<file path="src/rtl/line_writeback.sv">
// Cache-line write-back adapter: captures a whole line and drains it to memory one word per WRITE.
// Optional feature LINE_WB_DIRTY_MASK_EN adds a per-word dirty mask; clean words are skipped.
module line_writeback #(
  parameter int WORDS_PER_LINE = 8,
  parameter int WORD_SIZE      = 32
) (
  input  logic                                clk,
  input  logic                                reset,
  input  logic                                wb_req,
  input  logic [31:0]                         wb_addr,
  input  logic [WORDS_PER_LINE*WORD_SIZE-1:0] wb_line,
`ifdef LINE_WB_DIRTY_MASK_EN
  input  logic [WORDS_PER_LINE-1:0]           wb_dirty,
`endif
  output logic                                wb_ready,
  output logic                                wb_done,
  output logic                                mem_we,
  output logic [31:0]                         mem_addr,
  output logic [WORD_SIZE-1:0]                mem_din,
  output logic [1:0]                          mem_size,
  input  logic                                mem_valid,
  output logic                                mem_restart
);

  localparam int unsigned IW  = $clog2(WORDS_PER_LINE);
  localparam int unsigned OFF = IW + 2;
  localparam logic [31:0] ALIGN_MASK = ~32'(WORDS_PER_LINE * 4 - 1);

  typedef enum logic [1:0] {IDLE, WRITE, GAP, DONE} state_t;

  state_t                               state_q, state_d;
  logic [IW-1:0]                        idx_q;
  logic [31:0]                          base_q;
  logic [WORDS_PER_LINE*WORD_SIZE-1:0]  line_q;

  logic          start_any;
  logic [IW-1:0] start_idx;
  logic          more;
  logic [IW-1:0] next_idx;

`ifdef LINE_WB_DIRTY_MASK_EN
  logic [WORDS_PER_LINE-1:0] dirty_q;

  // Descending scans so the lowest qualifying index is the one left standing.
  always_comb begin
    start_any = 1'b0;
    start_idx = '0;
    more      = 1'b0;
    next_idx  = '0;
    for (int unsigned i = WORDS_PER_LINE; i > 0; i--) begin
      if (wb_dirty[i-1]) begin
        start_any = 1'b1;
        start_idx = IW'(i - 1);
      end
      if (dirty_q[i-1] && ((i - 1) > 32'(idx_q))) begin
        more     = 1'b1;
        next_idx = IW'(i - 1);
      end
    end
  end
`else
  always_comb begin
    start_any = 1'b1;
    start_idx = '0;
    more      = (idx_q != IW'(WORDS_PER_LINE - 1));
    next_idx  = idx_q + 1'b1;
  end
`endif

  always_ff @(posedge clk) begin
    if (reset) begin
      state_q <= IDLE;
      idx_q   <= '0;
      base_q  <= '0;
      line_q  <= '0;
`ifdef LINE_WB_DIRTY_MASK_EN
      dirty_q <= '0;
`endif
    end else begin
      state_q <= state_d;
      if (state_q == IDLE && wb_req) begin
        line_q  <= wb_line;
        base_q  <= wb_addr & ALIGN_MASK;
        idx_q   <= start_idx;
`ifdef LINE_WB_DIRTY_MASK_EN
        dirty_q <= wb_dirty;
`endif
      end else if (state_q == WRITE && mem_valid && more) begin
        idx_q <= next_idx;
      end
    end
  end

  always_comb begin
    state_d     = state_q;
    wb_ready    = 1'b0;
    wb_done     = 1'b0;
    mem_we      = 1'b0;
    mem_restart = 1'b0;
    unique case (state_q)
      IDLE: begin
        wb_ready = 1'b1;
        if (wb_req) state_d = start_any ? WRITE : DONE;
      end
      WRITE: begin
        mem_we = 1'b1;
        if (mem_valid) state_d = more ? GAP : DONE;
      end
      GAP: begin
        mem_restart = 1'b1;
        state_d     = WRITE;
      end
      DONE: begin
        wb_done = 1'b1;
        state_d = IDLE;
      end
      default: state_d = IDLE;
    endcase
  end

  // Address and data come straight from registers, so wb_req never reaches mem_* combinationally.
  assign mem_addr = base_q + {{(32 - OFF){1'b0}}, idx_q, 2'b00};
  assign mem_din  = line_q[idx_q*WORD_SIZE +: WORD_SIZE];
  assign mem_size = 2'd2;

endmodule

</file>
<file path="config.mk">
export PLATFORM = sky130hd
export DESIGN_NAME = line_writeback
export DESIGN_NICKNAME = d
export VERILOG_FILES = /design/src/rtl/line_writeback.sv
export SDC_FILE = /design/constraint.sdc
export NUM_CORES = 1
export LEC_CHECK = 0
export CAP_MARGIN = 20
export CORE_UTILIZATION = 40
export DETAILED_ROUTE_END_ITERATION = 8
export PLACE_DENSITY = 0.75
export SLEW_MARGIN = 30
export SYNTH_ARGS = -nofsm -noshare
export SYNTH_HDL_FRONTEND = slang
export SYNTH_SLANG_ARGS = --single-unit
</file>
<file path="constraint.sdc">
create_clock -name clk -period 2.2 [get_ports clk]
set_input_delay 0.44 -clock clk [delete_from_list [all_inputs] [get_ports clk]]
set_output_delay 0.44 -clock clk [all_outputs]
set_load 0.05 [all_outputs]
</file>
==> results of run 1 <==
[registers in the layout (all words and copies together) (netlist names)]
signal,count
state_q,2
idx_q,3
line_q,256
base_q,27
[cell usage in the layout, fill, tap and decap left out, drive strengths merged]
cell,count
nand2,566
clkdlybuf4s50,309
dfxtp,288
a21oi,284
buf,71
mux4,64
clkbuf,43
mux2,32
clkinv,8
diode,7
conb,4
nor3,3
dlymetal6s2s,3
mux2i,2
nor2b,2
ha,2
bufinv,2
inv,2
nor3b,2
o21bai,1
o21ai,1
and4bb,1
xnor2,1
nor2,1
and2,1
or3b,1
dlygate4sd2,1
[worst max path at each step]
stage | end | cells after the start
detailed placement | mem_din[31] | 4
floorplan | mem_din[0] | 4
CTS | mem_din[31] | 4
finish | mem_din[31] | 4
global placement | mem_din[12] | 4
global route | mem_din[31] | 4
[power groups by stage]
| stage | logic [mW] | registers (mW) | clock network [mW] |
|---|---|---|---|
| after floorplan | 1.11 | 5.89 | 0 |
| after global placement | 2.12 | 5.81 | 0 |
| after detailed placement | 2.15 | 5.83 | 0 |
| after CTS | 2.20 | 5.72 | 5.10 |
| after global routing | 2.36 | 5.76 | 5.31 |
| final | 2.19 | 5.72 | 5.01 |
[final cells by class]
class,count,share of cell area (%)
multi-input cells,968,33.0
clock buffers,43,5.09
diodes,7,0.104
well taps,384,2.84
inverters,1,0.0222
flip-flops and latches,288,34.2
repair buffers,384,24.1
clock inverters,11,0.644
[synthesized netlist by cell type (3+ instances only)]
cell type / count
mux2_2: 32
clkbuf_1: 47
dfxtp_1: 288
nor3_1: 3
buf_2: 59
buf_6: 5
buf_4: 6
a21oi_1: 284
mux4_2: 64
nand2_1: 566
[kinds of logic (layout without fill, tap and decap cells)]
| family | after synthesis | in the layout | share of synthesized area, % |
|---|---|---|---|
| simple gates | 577 | 577 | 18.6 |
| fa+ha+maj | 2 | 2 | 0.211 |
| compound gates | 286 | 286 | 12.1 |
| flops | 288 | 288 | 48.6 |
| mux | 98 | 98 | 15.4 |
| xor+xnor | 1 | 1 | 0.0739 |
| buf+inv | 119 | 439 | 4.90 |
| other cells | 2 | 11 | 0.0634 |
[worst max-delay path, delay by kind of cell (launching register included)]
family | cells | cell delay [ns]
flops | 1 | 0.41
mux | 2 | 0.89
buf+inv | 2 | 0.37
[what timing repair did]
action                     4_1_cts  5_1_grt
gates resized for setup         47        7
setup endpoints to repair       33       35
gates cloned                     0        0
setup buffers                    0        1
[layer usage]
layer  track usage (%)  wire, um  share of wire (%)
met5                 0        52               0.15
met4              8.41      1210                3.4
met3              6.32      2630                7.4
met2              41.6     18200                 51
met1              25.1     13500                 38
[metrics by stage]
| step | utilization, % | instance area [sq um] | std cells | power (mW) | setup TNS, ns |
|---|---|---|---|---|---|
| after floorplan | - | 11900 | 1375 | 7.00 | -1.70 |
| after global placement | 54.3 | 15700 | 2024 | 7.93 | 0 |
| after detailed placement | 54.3 | 15700 | 2024 | 7.98 | 0 |
| after CTS | 58.3 | 16900 | 2078 | 13.0 | -14.83 |
| after global routing | 58.4 | 16900 | 2083 | 13.4 | -15.77 |
| final | 58.4 | 16900 | 2086 | 12.9 | -13.54 |
==> flow_summary.rst, run 1 <==
.. list-table::
   :header-rows: 1

   * - Metric
     - Value
   * - Detailed-routing iteration count for the pre-antenna-repair pass
     - 5
   * - Min Clock Period, post-route
     - roughly 2.7 ns
   * - Initial core utilization
     - 41.0%
   * - Number of placement rows
     - a little over 60
   * - Library cell contributing the largest single delay on the critical path
     - mux4_2
   * - Setup repair after global routing missed its margin
     - true
   * - Type of the worst setup path
     - reg -> out
   * - Maximum clock frequency
     - 0.376 GHz
   * - Ratio of cells with drive above 1 in the final layout
     - 12.9%
   * - Post-synthesis instance total
     - about 1400
   * - CTS clock-pin slew for the worst setup and hold paths
     - 0.06 ns
   * - Combined area of all synthesized cells
     - about 12000 sq um
   * - Area taken by flip-flops and latches
     - between 5000 and 6000 sq um
   * - Max Buffers Root-to-Sink
     - 3
   * - WHS Endpoint
     - base_q[25]
   * - Sum of routed wire length over all layers
     - 35500 um
   * - Global router's overall resource usage
     - 22.8%
   * - Kind of start point of the critical path
     - register
   * - Remaining routing DRC violations
     - 0
   * - Mean Syn Cell Area
     - roughly 8.6 sq um
   * - Worst slew margin
     - 63.4%
   * - Hold slack
     - 0.279 ns
   * - Total congestion overflow after global routing
     - 0
   * - Number of cells on the worst hold path
     - 2
   * - RePlAce Congestion
     - 0.865
   * - Critical path origin
     - idx_q[0]
   * - Cell chosen for the clock root
     - clkbuf_16
   * - Setup Viol. Count Final
     - 32
   * - Antenna violations before repair
     - 10
   * - Maximum number of pins on one net before global-route repair
     - 114
   * - Count of buffers from port buffering
     - 352
   * - Final Hold Viols
     - 0
   * - Fraction of power spent switching nets
     - around a quarter
   * - Primary FF master, synth
     - dfxtp_1
   * - Area of the multi-input gates
     - 5580 sq um
   * - Fillcell total
     - 2463
   * - H-tree depth
     - 1
   * - Leakage Power
     - ~6.3 nW
   * - Peak fanout along the critical path
     - 17
   * - Layout overhead on the synthesized area
     - 42.6%
   * - Yosys warning count
     - 0
   * - Portion of total power attributed to the clock network
     - about two fifths
   * - Cell chain of the critical path
     - buf_12 -> mux4_2 -> mux2_2 -> buf_6
   * - Sequential-to-total area share from yosys stat
     - 48.6%
   * - # nets final
     - 1968
   * - Combinational Power Share
     - 17.0%
   * - Die boundary width
     - ~170 um
   * - Flop and latch count out of synthesis
     - 288
   * - Count of different cell masters after synthesis
     - 25
   * - Final Skew
     - 0.00839 ns
   * - Number of hold buffers added after cts
     - 0
   * - Worst slack after detailed placement
     - 0.0768 ns
   * - Reg-to-reg endpoint
     - idx_q[2]
   * - Number of routed nets with antenna violations
     - 0
   * - Dpl hpwl
     - 25100 um
   * - Number of max-slew violations in the final report
     - 0
   * - Net switching power
     - around 3.3 mW
   * - Sequential Power Share
     - 44.3%
   * - Hold WC Path Type
     - in -> reg
   * - Die area
     - 30300 sq um
   * - Maximum cell stage delay along the critical path
     - 0.59 ns
   * - Via count of the first global-routing pass
     - 10400
   * - Worst setup slack after layout
     - -0.461 ns
   * - Per-cell via count in the routed design
     - 5.04
   * - Actual slew at the worst max-slew pin
     - 0.549 ns
   * - Hold path startpoint
     - reset
   * - Failing checks
     - setup timing
   * - CTS tree
     - done
   * - Crit path arrival time
     - ~2.2 ns
   * - Part of the cycle the worst path needs
     - 121%
   * - Total clock buffers created by CTS
     - 31
   * - Most area-hungry cell type in the Yosys netlist
     - dfxtp_1
   * - Number of flops mapped to enable cells by yosys
     - 0
   * - Count of pins on the block boundary
     - 362
   * - Total internal power
     - around 9.6 mW
   * - Launch instance of the worst register-to-register path
     - idx_q[1]
   * - Total core area
     - 28900 sq um
   * - Leading post-synthesis cells by cell area
     - dfxtp_1 (49%), nand2_1 (18%), mux4_2 (12%), a21oi_1 (12%), mux2_2 (3.0%)
   * - Worst Reg2Reg Path Length in Cells
     - 6
   * - CP Data Required Time
     - 1.76 ns
   * - Category of the worst setup path capture point
     - output port
   * - Post-synthesis async set-or-reset flop share
     - 0%
   * - Result of the run
     - complete, but fails checks
   * - Routed WL per cell
     - 17.0 um
   * - Number of DRC markers in iteration 0
     - 597
   * - Num Clock Sinks
     - 288
   * - Number of max-cap violations
     - 0
   * - Wire length of the first global-routing pass
     - 54900 um
   * - Clock latency of the later-clocked register in the worst-skew pair
     - 0.55 ns
   * - Worst ir drop on vdd
     - about 0.57 mV
   * - Power density normalized to cell area
     - 764 nW/um^2
   * - DR vias
     - between 10000 and 15000
   * - Synth top area share
     - 48.6%
   * - Reg2reg setup slack
     - 0.49 ns
   * - DIE HEIGHT
     - 174 um
(Power assumes the default switching activity.)
==> inputs of run 2 (changes only) <==
--- a/constraint.sdc
+++ b/constraint.sdc
@@ -3,2 +3,2 @@
 set_output_delay 0.44 -clock clk [all_outputs]
-set_load 0.05 [all_outputs]
+set_load 0.005 [all_outputs]
==> flow_summary.rst, run 2 (synthesized netlist as in run 1, its figures left out) <==
.. list-table::
   :header-rows: 1

   * - Metric
     - Value
   * - Total congestion overflow after global routing
     - 0 (unchanged)
   * - Peak fanout along the critical path
     - 6 (was 17)
   * - Total core area
     - 28900 sq um (unchanged)
   * - Area of all placed cells without fillers
     - 17500 sq um (was 16900 sq um)
   * - Routed WL per cell
     - 18.1 um (was 17.0 um)
   * - Num Clock Sinks
     - 288 (unchanged)
   * - Initial core utilization
     - 41.0% (unchanged)
   * - Wire length of the first global-routing pass
     - 58700 um (was 54900 um)
   * - Per-cell via count in the routed design
     - 5.07 (was 5.04)
   * - DR vias
     - 10700 (was 10500)
   * - Max Buffers Root-to-Sink
     - 3 (unchanged)
   * - Maximum number of pins on one net before global-route repair
     - 106 (was 114)
   * - Cell chosen for the clock root
     - clkbuf_16 (unchanged)
   * - Crit path arrival time
     - 2.21 ns (was 2.22 ns)
   * - Cell Area, Placed
     - 15800 sq um (was 15700 sq um)
   * - Most common cell after layout, fill and taps aside
     - nand2_1 (unchanged)
   * - Final Skew
     - 0.0120 ns (was 0.00839 ns)
   * - Clock latency of the later-clocked register in the worst-skew pair
     - 0.51 ns (was 0.55 ns)
   * - Kind of start point of the critical path
     - register (unchanged)
   * - Power density normalized to cell area
     - 765 nW/um^2 (was 764 nW/um^2)
   * - GR Util met2
     - 44.9% (was 41.6%)
   * - Failing checks
     - setup timing (unchanged)
   * - Type of the worst setup path
     - reg -> out (unchanged)
   * - Count of pins on the block boundary
     - 362 (unchanged)
   * - Setup Viol. Count Final
     - 32 (unchanged)
   * - Number of DRC markers in iteration 0
     - 775 (was 597)
   * - Total power
     - 13.4 mW (was 12.9 mW)
   * - Layout overhead on the synthesized area
     - 47.9% (was 42.6%)
   * - Sum of routed wire length over all layers
     - 38400 um (was 35500 um)
   * - # nets final
     - 2001 (was 1968)
   * - H-tree depth
     - 2 (was 1)
   * - Count of buffers from port buffering
     - 352 (unchanged)
   * - Global Route met3 Usage
     - 5.86% (was 6.32%)
   * - Leakage Power
     - 6.57 nW (was 6.31 nW)
   * - Number of max-slew violations in the final report
     - 0 (unchanged)
   * - Worst setup slack after layout
     - -0.448 ns (was -0.461 ns)
   * - Largest registers ranked by flip-flop count
     - line_q (256), base_q (27), idx_q (3) (unchanged)
   * - Total clock buffers created by CTS
     - 34 (was 31)
   * - Part of the cycle the worst path needs
     - 120% (was 121%)
   * - CTS tree
     - done (unchanged)
   * - Number of routed nets with antenna violations
     - 0 (unchanged)
   * - Detailed-routing iteration count for the pre-antenna-repair pass
     - 5 (unchanged)
   * - Number of hold buffers added after cts
     - 0 (unchanged)
   * - Category of the worst setup path capture point
     - output port (unchanged)
   * - Most used cells in the layout excluding fill and tap cells
     - nand2_1 (566), clkdlybuf4s50_1 (318), a21oi_1 (284), dfxtp_1 (283), mux4_2 (64) (was nand2_1 (566), clkdlybuf4s50_1 (309), dfxtp_1 (285), a21oi_1 (284), mux4_2 (64))
   * - Global-route met1 utilization
     - 27.6% (was 25.1%)
   * - Antenna violations before repair
     - 4 (was 10)
   * - Final Hold Viols
     - 0 (unchanged)
   * - Maximum clock frequency
     - 0.378 GHz (was 0.376 GHz)
   * - Global router's overall resource usage
     - 24.9% (was 22.8%)
   * - Max reg flops
     - 256 (unchanged)
   * - RePlAce Congestion
     - 0.937 (was 0.865)
   * - Setup repair after global routing missed its margin
     - true (unchanged)
   * - Die area
     - 30300 sq um (unchanged)
   * - CP Data Required Time
     - 1.76 ns (about the same)
   * - Dpl hpwl
     - 26900 um (was 25100 um)
   * - Number of placement rows
     - 62 (unchanged)
   * - Worst ir drop on vdd
     - 0.533 mV (was 0.569 mV)
   * - Die boundary width
     - 174 um (unchanged)
   * - CTS clock-pin slew for the worst setup and hold paths
     - 0.06 ns (about the same)
   * - Min Clock Period, post-route
     - 2.65 ns (was 2.66 ns)
   * - Result of the run
     - complete, but fails checks (unchanged)
   * - Via count of the first global-routing pass
     - 10900 (was 10400)
   * - Remaining routing DRC violations
     - 0 (unchanged)
   * - DIE HEIGHT
     - 174 um (unchanged)
   * - Most used routing layer
     - met2 (unchanged)
   * - Hold WC Path Type
     - in -> reg (unchanged)
   * - Number of max-cap violations
     - 0 (unchanged)
   * - Ratio of cells with drive above 1 in the final layout
     - 14.7% (was 12.9%)
   * - Register with the most flip-flops
     - line_q (unchanged)
   * - Hold slack
     - 0.401 ns (was 0.279 ns)
run 2: area by class of cell:
| class | count | area, sq um |
|---|---|---|
| multi-input cells | 968 | 5640 |
| flip-flops and latches | 288 | 5780 |
| diodes | 4 | 10.0 |
| clock inverters | 12 | 115 |
| clock buffers | 48 | 1030 |
| fillers | 2425 | 11400 |
| inverters | 1 | 3.75 |
| repair buffers | 414 | 4490 |
| well taps | 384 | 480 |
run 2: worst max-delay path: stages, from the launching register on:
cell     delay (ns)
dfxtp_4        0.40
buf_8          0.14
buf_16         0.13
buf_6          0.09
mux4_2         0.53
mux2_4         0.29
buf_6          0.12
run 2: where the power goes:
part	leakage, nW	internal [mW]	switching, mW
sequential	2.37	5.55	0.194
clock	0.574	3.49	2.21
combinational	3.63	1.13	0.839
total	6.57	10.2	3.24
run 2: repair_timing:
action	CTS	global route
endpoints found under the setup margin	34	33
cloned	3	0
gates resized for setup	212	18
buffers inserted	27	5
run 2: worst paths after layout:
check | from | endpoint | slack [ns] | depth (start not counted)
hold / removal | reset | base_q[24] | 0.40 | 2
hold reg to reg | line_q[116] | line_q[116] | 0.45 | 2
setup reg to reg | idx_q[0] | idx_q[1] | 0.29 | 8
setup / recovery | idx_q[0] | mem_din[31] | -0.45 | 6
run 2: per-stage QoR:
| step | setup WS, ns | instances | utilization, % | setup TNS [ns] |
|---|---|---|---|---|
| final | -0.448 | 2119 | 60.6 | -12.30 |
| after global routing | -0.517 | 2118 | 60.6 | -14.16 |
| after CTS | -0.487 | 2114 | 60.5 | -13.60 |
| after detailed placement | -0.292 | 2025 | 54.7 | -7.18 |
| after global placement | -0.293 | 2025 | 54.7 | -7.15 |
| after floorplan | 0.230 | 1375 | - | 0 |
run 2: per-layer routing:
layer / vias up / part of all wire [%]
met2: 339 / 51
met4: 2 / 4.2
met5: - / 0.036
li1: 5243 / -
met3: 88 / 7.2
met1: 5062 / 37
==> inputs of run 3 (changes only) <==
- GPL_TIMING_DRIVEN: not set -> 0
==> flow_summary.rst, run 3 (synthesized netlist as in run 1, its figures left out) <==
.. list-table::
   :header-rows: 1

   * - Metric
     - Value
   * - Result of the run
     - complete, but fails checks (unchanged)
   * - Failing checks
     - setup timing (unchanged)
   * - End of the critical path
     - mem_din[11] (was mem_din[31])
   * - Portion of total power attributed to the clock network
     - 40.6% (was 42.5%)
   * - Largest registers ranked by flip-flop count
     - line_q (256), base_q (27), idx_q (3) (unchanged)
   * - H-tree depth
     - 1 (was 2)
   * - Maximum number of pins on one net before global-route repair
     - 15 (was 106)
   * - Cell chosen for the clock root
     - clkbuf_16 (unchanged)
   * - Count of buffers from port buffering
     - 351 (was 352)
   * - Sequential Power Share
     - 43.5% (was 42.8%)
   * - Worst slack after detailed placement
     - -0.926 ns (was -0.292 ns)
   * - Net switching power
     - 3.31 mW (was 3.24 mW)
   * - Type of the worst setup path
     - reg -> out (unchanged)
   * - Max Buffers Root-to-Sink
     - 3 (unchanged)
   * - Maximum clock frequency
     - 0.366 GHz (was 0.378 GHz)
   * - Num Clock Sinks
     - 288 (unchanged)
   * - Part of the cycle the worst path needs
     - 124% (was 120%)
   * - Die area
     - 30300 sq um (unchanged)
   * - Actual slew at the worst max-slew pin
     - just under 0.7 ns
   * - Worst Reg2Reg Path Length in Cells
     - 6 (was 8)
   * - Worst setup slack after layout
     - -0.534 ns (was -0.448 ns)
   * - Routed WL per cell
     - 20.0 um (was 18.1 um)
   * - CP Data Required Time
     - 1.76 ns (about the same)
   * - Number of routed nets with antenna violations
     - 0 (unchanged)
   * - Per-cell via count in the routed design
     - 5.26 (was 5.07)
   * - Power density normalized to cell area
     - 755 nW/um^2 (was 765 nW/um^2)
   * - Total clock buffers created by CTS
     - 30 (was 34)
   * - Sum of routed wire length over all layers
     - 43700 um (was 38400 um)
   * - RePlAce Congestion
     - 0.891 (was 0.937)
   * - Kind of start point of the critical path
     - register (unchanged)
   * - Critical path origin
     - idx_q[0] (unchanged)
   * - Number of max-slew violations in the final report
     - 0 (unchanged)
   * - Die boundary width
     - 174 um (unchanged)
   * - Total core area
     - 28900 sq um (unchanged)
   * - Global router's overall resource usage
     - 28.4% (was 24.9%)
   * - Most used routing layer
     - met2 (unchanged)
   * - Remaining routing DRC violations
     - 0 (unchanged)
   * - Number of DRC markers in iteration 0
     - 969 (was 775)
   * - Final Hold Viols
     - 0 (unchanged)
   * - Total power
     - 13.2 mW (was 13.4 mW)
   * - Library cell contributing the largest single delay on the critical path
     - mux4_2 (unchanged)
   * - Ratio of cells with drive above 1 in the final layout
     - 15.8% (was 14.7%)
   * - DR vias
     - 11500 (was 10700)
   * - Clock latency of the later-clocked register in the worst-skew pair
     - 0.55 ns (was 0.51 ns)
   * - Worst ir drop on vdd
     - 0.578 mV (was 0.533 mV)
   * - Fraction of power spent switching nets
     - 25.1% (was 24.2%)
   * - Launch instance of the worst register-to-register path
     - state_q[1] (was idx_q[0])
   * - Register with the most flip-flops
     - line_q (unchanged)
   * - Global-route met1 utilization
     - 37.1% (was 27.6%)
   * - Reg2reg setup slack
     - 0.12 ns (was 0.29 ns)
   * - GR Util met2
     - 47.2% (was 44.9%)
   * - Peak fanout along the critical path
     - 7 (was 6)
   * - Setup Viol. Count Final
     - 32 (unchanged)
   * - CTS tree
     - done (unchanged)
   * - Most common cell after layout, fill and taps aside
     - nand2_1 (unchanged)
   * - Total congestion overflow after global routing
     - 0 (unchanged)
   * - Max reg flops
     - 256 (unchanged)
   * - Number of placement rows
     - 62 (unchanged)
   * - Number of standard cells in the layout, taps in and fillers out
     - 2188 (was 2119)
   * - Count of pins on the block boundary
     - 362 (unchanged)
   * - Worst slew margin
     - 54.7%
   * - Initial core utilization
     - 41.0% (unchanged)
   * - Category of the worst setup path capture point
     - output port (unchanged)
   * - Setup repair after global routing missed its margin
     - true (unchanged)
   * - Reg-to-reg endpoint
     - line_q[168] (was idx_q[1])
   * - Crit path arrival time
     - 2.29 ns (was 2.21 ns)
   * - Dpl hpwl
     - 32200 um (was 26900 um)
   * - Min Clock Period, post-route
     - 2.73 ns (was 2.65 ns)
   * - Final Skew
     - 0.00615 ns (was 0.0120 ns)
   * - Maximum cell stage delay along the critical path
     - 0.53 ns (about the same)
   * - Antenna violations before repair
     - 3 (was 4)
   * - Most used cells in the layout excluding fill and tap cells
     - nand2_1 (566), clkdlybuf4s50_1 (319), dfxtp_1 (285), a21oi_1 (284), mux4_2 (64) (was nand2_1 (566), clkdlybuf4s50_1 (318), a21oi_1 (284), dfxtp_1 (283), mux4_2 (64))
   * - Final core utilization
     - 60.5% (was 60.6%)
   * - Leakage Power
     - 6.62 nW (was 6.57 nW)
   * - Cell chain of the critical path
     - buf_12 -> buf_12 -> buf_6 -> mux4_2 -> mux2_4 -> buf_6 (was buf_8 -> buf_16 -> buf_6 -> mux4_2 -> mux2_4 -> buf_6)
   * - Number of max-cap violations
     - 0 (unchanged)
   * - Combinational Power Share
     - 16.0% (was 14.7%)
   * - Detailed-routing iteration count for the pre-antenna-repair pass
     - 5 (unchanged)
   * - Cells after DPL
     - 2110 (was 2025)
   * - Global Route met3 Usage
     - 3.89% (was 5.86%)
   * - Layout overhead on the synthesized area
     - 47.6% (was 47.9%)
   * - CTS clock-pin slew for the worst setup and hold paths
     - 0.06 ns (about the same)
   * - Total internal power
     - 9.90 mW (was 10.2 mW)
   * - Via count of the first global-routing pass
     - 11500 (was 10900)
   * - Hold WC Path Type
     - in -> reg (unchanged)
   * - Wire length of the first global-routing pass
     - 65700 um (was 58700 um)
   * - # nets final
     - 2074 (was 2001)
   * - DIE HEIGHT
     - 174 um (unchanged)
==> run 3: cell count changes in the layout (fill, tap and decap cells not counted), moves of 3 or more <==
cell,previous run,this run
buf_12,28,12
buf_6,47,40
clkbuf_16,37,32
clkbuf_2,0,5
buf_2,1,57
clkbuf_8,7,10
clkbuf_1,5,42
==> run 3: how the worst min path moves through the flow <==
stage | from | to | slack, ns | depth (start not counted)
2_1_floorplan | line_q[192] | line_q[192] | 0.43 | 2
3_3_place_gp | line_q[230] | line_q[230] | 0.44 | 2
3_5_place_dp | line_q[66] | line_q[66] | 0.44 | 2
4_1_cts | wb_line[107] | line_q[107] | 0.41 | 3
5_1_grt | wb_line[107] | line_q[107] | 0.41 | 3
6_report | wb_line[107] | line_q[107] | 0.43 | 3
==> run 3: power groups by stage <==
stage	sequential (mW)	clock (mW)	combinational, mW
after floorplan	5.78	0	0.929
after global placement	5.83	0	1.96
after detailed placement	5.85	0	1.98
after CTS	5.74	5.42	2.11
after global routing	5.77	5.64	2.27
final	5.74	5.36	2.11
==> run 3: final cells by class <==
class | instances | area (sq um)
Timing Repair Buffer | 373 | 3850
Inverter | 1 | 3.75
Multi-Input combinational cell | 968 | 5630
Antenna cell | 3 | 7.51
Clock inverter | 12 | 168
Sequential cell | 288 | 5770
Buffer | 118 | 711
Tap cell | 384 | 480
Fill cell | 2490 | 11400
Clock buffer | 41 | 873
==> run 3: metrics by stage <==
stage | hold slack [ns] | TNS (ns) | cell area, sq um
finish | 0.427 | -14.96 | 17500
global route | 0.411 | -16.08 | 17500
CTS | 0.405 | -16.16 | 17500
detailed placement | 0.444 | -70.85 | 15900
global placement | 0.438 | -71.02 | 15900
floorplan | 0.433 | 0 | 11900
==> run 3: critical path, delay by kind of cell, from the launching register on <==
kind,cells,cell delay [ns]
flops,1,0.38
mux,2,0.83
buf+inv,4,0.52
==> run 3: repair_timing <==
item,in CTS,in global routing
resized for setup,245,2
buffers inserted,20,1
gates cloned,4,1
hold buffers,0,0
endpoints found under the setup margin,33,34
==> run 3: metal layers <==
metal	part of all wire, %	vias to the layer above	routed length [um]
met5	0	-	0
met2	47	523	20600
met1	42	5475	18300
met4	4.2	0	1820
li1	-	5403	-
met3	6.8	98	2990
